## src/rtl/rx_buf_pkg.sv

```systemverilog
// Shared types and defaults for the receive hold-back buffer.
package rx_buf_pkg;

  typedef enum logic [1:0] {
    EMPTY,
    FILLING,
    FULL
  } holdback_state_t;

  localparam int unsigned RX_WORD_WIDTH_DEFAULT     = 8;
  localparam int unsigned RX_HOLDBACK_DEPTH_DEFAULT = 2;

endpackage

```

## src/rtl/rx_holdback_out_reg.sv

```systemverilog
// Valid/ready output register for forwarded payload words.
// RX_HOLDBACK_OVERRUN_EN adds a sticky flag for words overwritten before acceptance.
module rx_holdback_out_reg #(
  parameter int unsigned WIDTH = 8
) (
  input  logic             clk,
  input  logic             n_rst,
  input  logic             i_flush,
  input  logic             i_emit,
  input  logic [WIDTH-1:0] i_data,
  input  logic             i_ready,
  output logic [WIDTH-1:0] o_data,
  output logic             o_valid,
  output logic             o_overrun
);

  logic [WIDTH-1:0] r_data;
  logic             r_valid;

  always_ff @(posedge clk or negedge n_rst) begin
    if (!n_rst) begin
      r_data  <= '0;
      r_valid <= 1'b0;
    end else if (i_flush) begin
      r_data  <= '0;
      r_valid <= 1'b0;
    end else if (i_emit) begin
      r_data  <= i_data;
      r_valid <= 1'b1;
    end else if (r_valid && i_ready) begin
      r_valid <= 1'b0;
    end
  end

`ifdef RX_HOLDBACK_OVERRUN_EN
  logic r_overrun;

  // An emission in the same cycle as acceptance replaces a consumed word.
  always_ff @(posedge clk or negedge n_rst) begin
    if (!n_rst) begin
      r_overrun <= 1'b0;
    end else if (i_flush) begin
      r_overrun <= 1'b0;
    end else if (i_emit && r_valid && !i_ready) begin
      r_overrun <= 1'b1;
    end
  end

  assign o_overrun = r_overrun;
`else
  assign o_overrun = 1'b0;
`endif

  assign o_data  = r_data;
  assign o_valid = r_valid;

endmodule

```

## src/rtl/rx_holdback_buffer.sv

```systemverilog
// Delays receive words by DEPTH so the trailing DEPTH words of a packet appear on trailer.
// Overrun detection is built only with RX_HOLDBACK_OVERRUN_EN defined.
module rx_holdback_buffer
  import rx_buf_pkg::*;
#(
  parameter int unsigned WIDTH = RX_WORD_WIDTH_DEFAULT,
  parameter int unsigned DEPTH = RX_HOLDBACK_DEPTH_DEFAULT
) (
  input  logic                       clk,
  input  logic                       n_rst,
  input  logic                       load_buf,
  input  logic                       flush,
  input  logic                       eop,
  input  logic [WIDTH-1:0]           p_out,
  output logic [WIDTH-1:0]           rcv_data,
  output logic                       rcv_valid,
  input  logic                       rcv_ready,
  output logic [DEPTH*WIDTH-1:0]     trailer,
  output logic                       trailer_valid,
  output logic                       short_pkt,
  output logic [$clog2(DEPTH+1)-1:0] occupancy,
  output logic                       overrun
);

  localparam int unsigned OCC_W = $clog2(DEPTH + 1);
  localparam logic [OCC_W-1:0] OCC_FULL = OCC_W'(DEPTH);

  holdback_state_t r_state, w_state_nxt;

  // Entry 0 is always the oldest word, matching trailer bit ordering.
  logic [DEPTH-1:0][WIDTH-1:0] r_line, w_line_post, w_line_nxt;
  logic [OCC_W-1:0]            r_occ, w_occ_post, w_occ_nxt;
  logic [DEPTH*WIDTH-1:0]      r_trailer;
  logic                        r_trailer_valid, r_short_pkt;
  logic                        w_emit, w_trl_cap, w_short;

  always_ff @(posedge clk or negedge n_rst) begin
    if (!n_rst) begin
      r_state <= EMPTY;
    end else begin
      r_state <= w_state_nxt;
    end
  end

  // The load is applied first; eop then acts on the post-shift contents.
  always_comb begin
    w_line_post = r_line;
    w_occ_post  = r_occ;
    w_emit      = 1'b0;
    if (load_buf) begin
      if (r_state == FULL) begin
        w_emit = 1'b1;
        for (int unsigned i = 0; i + 1 < DEPTH; i++) begin
          w_line_post[i] = r_line[i+1];
        end
        w_line_post[DEPTH-1] = p_out;
      end else begin
        for (int unsigned i = 0; i < DEPTH; i++) begin
          if (OCC_W'(i) == r_occ) begin
            w_line_post[i] = p_out;
          end
        end
        w_occ_post = r_occ + OCC_W'(1);
      end
    end

    w_line_nxt = w_line_post;
    w_occ_nxt  = w_occ_post;
    w_trl_cap  = 1'b0;
    w_short    = 1'b0;
    if (eop) begin
      w_trl_cap  = (w_occ_post == OCC_FULL);
      w_short    = (w_occ_post != OCC_FULL);
      w_line_nxt = '0;
      w_occ_nxt  = '0;
    end

    if (flush) begin
      w_emit     = 1'b0;
      w_trl_cap  = 1'b0;
      w_short    = 1'b0;
      w_line_nxt = '0;
      w_occ_nxt  = '0;
    end

    if (w_occ_nxt == '0) begin
      w_state_nxt = EMPTY;
    end else if (w_occ_nxt == OCC_FULL) begin
      w_state_nxt = FULL;
    end else begin
      w_state_nxt = FILLING;
    end
  end

  always_ff @(posedge clk or negedge n_rst) begin
    if (!n_rst) begin
      r_line          <= '0;
      r_occ           <= '0;
      r_trailer       <= '0;
      r_trailer_valid <= 1'b0;
      r_short_pkt     <= 1'b0;
    end else begin
      r_line          <= w_line_nxt;
      r_occ           <= w_occ_nxt;
      r_trailer_valid <= w_trl_cap;
      r_short_pkt     <= w_short;
      if (w_trl_cap) begin
        r_trailer <= w_line_post;
      end
    end
  end

  rx_holdback_out_reg #(
    .WIDTH(WIDTH)
  ) u_out_reg (
    .clk      (clk),
    .n_rst    (n_rst),
    .i_flush  (flush),
    .i_emit   (w_emit),
    .i_data   (r_line[0]),
    .i_ready  (rcv_ready),
    .o_data   (rcv_data),
    .o_valid  (rcv_valid),
    .o_overrun(overrun)
  );

  assign trailer       = r_trailer;
  assign trailer_valid = r_trailer_valid;
  assign short_pkt     = r_short_pkt;
  assign occupancy     = r_occ;

endmodule
```

## config.mk

```make
export PLATFORM = sky130hd
export DESIGN_NAME = rx_holdback_buffer
export DESIGN_NICKNAME = d
export VERILOG_FILES = /design/src/rtl/rx_buf_pkg.sv /design/src/rtl/rx_holdback_out_reg.sv /design/src/rtl/rx_holdback_buffer.sv
export SDC_FILE = /design/constraint.sdc
export NUM_CORES = 1
export LEC_CHECK = 0
export ABC_AREA = 1
export BUFFER_PORTS_ARGS = -buffer_cell sky130_fd_sc_hd__buf_4
export CORE_ASPECT_RATIO = 1.2
export CORE_MARGIN = 1.5
export CORE_UTILIZATION = 58
export DETAILED_ROUTE_END_ITERATION = 10
export PLACE_DENSITY = 0.84
export SYNTH_ARGS = -nofsm -noshare
export SYNTH_HDL_FRONTEND = slang
export SYNTH_SLANG_ARGS = --single-unit
```

## constraint.sdc

```tcl
create_clock -name clk -period 5.2 [get_ports clk]
set_clock_uncertainty 0.2 [all_clocks]
set_input_delay 0.26 -clock clk [delete_from_list [all_inputs] [get_ports clk]]
set_output_delay 0.26 -clock clk [all_outputs]
set_load 0.01 [all_outputs]
```

==> flow_summary_export.csv <==
group,metric,value,unit
cells_and_area,fin_nets,327,
yosys,synth_cell_types,24,
detailed_routing,drt_pass1_iterations,4,
detailed_routing,via_per_inst,5.31,
floorplan,num_rows,24,
global_routing,antenna_found_initial,0,
yosys,synthSimpleGateAreaFrac,0.342,
clocking,numCtsBuffers,5,
clocking,cts.htree.levels,2,
clocking,worstSkewPairLatency,0.30,ns
floorplan,core_area,3630,um2
worst_setup_path,critPathMaxStageDelay,0.58,ns
floorplan,dieArea,4150,um2
yosys,synthesis.nets,288,
yosys,synth_area,2190,um2
worst_setup_path,worstPathArrival,2.27,ns
yosys,synth_top_family_by_area,"simple AND/OR/NAND/NOR gates",
detailed_routing,detail_route.iter0.violations,107,
worst_setup_path,path_class,"flop to flop",
placed_design,placed_cells,353,
yosys,synth-seq-cells,46,
detailed_routing,wl_per_cell,13.2,um
yosys,synth.area.mux_share,0,
placed_design,hpwl,3.33,mm
min_path,hold_depth,4,
worst_setup_path,rr_startpoint,"occupancy[0]",
min_path,hp-class,"input port to flop",
global_routing,grt_usage,0.257,
timing,finalHoldViolCount,0,
cells_and_area,final_util,0.731,
worst_setup_path,critPathBufInv,1,
cells_and_area,diodes,0,
worst_setup_path,endpoint_kind,"flop",
yosys,synth-xor-area-share,0,
clocking,cts.sinks,46,
timing,relSlewSlack,0.461,
clocking,cts_tree,"yes",
timing,fmax,449,MHz
worst_setup_path,crit_slowest_cell,"nand3_1",
run_status,status,"finished clean",
flow_run,maxCapViolCount,0,
timing,setup_viol,0,
worst_setup_path,r2r-end,"trailer[15]",
worst_setup_path,cp_cell_sequence,"inv_2 > nand3_1 > nand2_1 > nand2_1 > nand2_1 > nand3_1 > nand2_1",
detailed_routing,drcViolationCount,0,
floorplan,io_pins,44,
timing,rsz0062_at_grt,"false",
detailed_routing,wl,4.80,mm
worst_setup_path,cp_top_family,"simple AND/OR/NAND/NOR gates",
worst_setup_path,cp-start-kind,"flop",
worst_setup_path,r2r_cells,7,
cells_and_area,final_cells,363,
timing,worst_pin_slew,0.807,ns
power,leakagePower,1.49,nW
yosys,synthAdderAreaFrac,0.0172,
clocking,cts_setup_buffers,0,
yosys,syn_avg_cell_area,8.07,um2
floorplan,start_util,0.602,
worst_setup_path,critPathMaxFanout,22,
clocking,max-clock-path-buffers,2,
yosys,synthCells,271,
yosys,yosys_warnings,0,
clocking,root_buffer,"clkbuf_8",
min_path,worstHoldStart,"eop",
min_path,min_to,"occupancy[1]",
clocking,cts.clk_slew.worst_paths,0.09,ns
placed_design,gp_congestion,0.907,
placed_design,io_buffers,42,
worst_setup_path,cpMostUsedCell,"nand2_1",
detailed_routing,vias,1927,
timing,fin_crit_sh,0.428,
global_routing,grt_pass1_vias,1794,
detailed_routing,drt.antenna.violating_nets,0,
cells_and_area,area_growth,21.5,%
yosys,synth-compound-area-share,0.0527,
clocking,cts_resized,0,
floorplan,fp.dieH,70.3,um
floorplan,fp.dieW,59.0,um
power,irDropWorstVdd,0.000233,V
timing,period_minus_slack,2.23,ns
global_routing,grt_max_degree,47,
power,power_density,322,nW/um2
worst_setup_path,regToRegSetupSlack,2.97,ns
worst_setup_path,required,5.25,ns
cells_and_area,drive_above_1_share,0.183,
timing,finalSetupTns,0,ns
global_routing,grt_pass1_wl,8.05,mm
yosys,ys_seq_area_frac,0.527,
timing,slew_violations,0,
global_routing,overflow,0,
## routing by layer
| layer | track usage | part of all wire |
|---|---|---|
| met1 | 0.334 | 0.43 |
| met2 | 0.414 | 0.50 |
| met3 | 0.0574 | 0.055 |
| met4 | 0.101 | 0.016 |
| met5 | 0 | 0 |
## state kept, by name, indices dropped and copies added (netlist names)
register,flops
trailer_valid,1
trailer,16
u_out_reg.o_valid,1
u_out_reg.o_data,8
r_line,16
r_state,1
occupancy,2
short_pkt,1
## area by class of cell
class	instances	area [um2]
clock inverter	2	60.1
clock buffer	6	82.6
tap	52	65.1
fill	312	978
multi-input combinational	198	905
sequential	46	1150
inverter	15	56.3
timing repair buffer	44	335
## what timing repair did
item                                    4_1_cts  5_1_grt
endpoints found under the setup margin        0        0
hold endpoints to repair                     48        0
hold buffers                                  2        0
## metrics by stage
stage,instance area [um2],setup slack (ns),power [mW],hold WS [ns]
after global placement,2490,3.07,0.536,0.0929
after CTS,2660,2.93,0.861,0.0350
after global routing,2660,2.71,0.891,0.0327
after floorplan,2190,3.53,0.473,-0.236
after detailed placement,2490,3.03,0.539,0.0947
final,2660,2.97,0.856,0.0404
## worst register-to-register path, stage by stage (launching register included)
cell and delay (ns):
dfrtp_1 0.45, inv_2 0.13, nand3_1 0.59, nand2_1 0.44, nand2_1 0.13, nand2_1 0.08, nand3_1 0.08, nand2_1 0.09
## cell families after synthesis
family / Yosys count
buffers and inverters: 27
adder cells (fa/ha/maj): 3
flip-flops: 46
AO/OA/AOI/OAI: 20
AND/OR/NAND/NOR: 174
other: 1
## layout by cell type, fill, tap and decap left out, drive strengths merged, types with 2 or more instances in the layout
cell type | synthesis | final
a21oi | 10 | 10
a31oi | 6 | 6
buf | 9 | 42
bufinv | 0 | 2
clkbuf | 3 | 6
dfrtp | 46 | 46
dlygate4sd3 | 0 | 2
ha | 3 | 3
inv | 14 | 14
nand2 | 104 | 104
nand3 | 60 | 60
nor2 | 8 | 8
o21ai | 3 | 3
## Yosys cell counts
cell         n  area [um2]
nand2_1    104         390
nand3_1     59         295
dfrtp_1     46        1150
inv_1       11        41.3
a21oi_1      9        45.0
a31oi_1      6        37.5
nor2_1       6        22.5
buf_2        5        25.0
clkbuf_1     3        11.3
ha_1         3        37.5
inv_2        3        11.3
buf_4        2        15.0
buf_6        2        22.5
o21ai_0      2        10.0
a21oi_2      1        8.76
clkinv_1     1        3.75
conb_1       1        3.75
nand3_2      1        10.0
nand3b_1     1        7.51
nor2_2       1        6.26
nor2_4       1        11.3
nor3_1       1        5.00
o21ai_1      1        5.00
o2bb2ai_1    1        8.76
## power breakdown
part	total (mW)	internal, mW	leakage (nW)	switching [mW]
Sequential	0.403	0.385	0.626	0.0178
Clock	0.323	0.205	0.0714	0.119
Combinational	0.130	0.0576	0.788	0.0726
## how the worst max path moves through the flow
stage	cells past startpoint	startpoint	slack (ns)	end
after CTS	6	flush	2.93	trailer[13]
after floorplan	8	occupancy[0]	3.53	trailer[10]
after global placement	7	occupancy[0]	3.07	trailer[15]
after global routing	7	occupancy[0]	2.71	trailer[9]
final	7	occupancy[0]	2.97	trailer[15]
after detailed placement	8	occupancy[0]	3.03	trailer[0]
(Power assumes the default switching activity.)
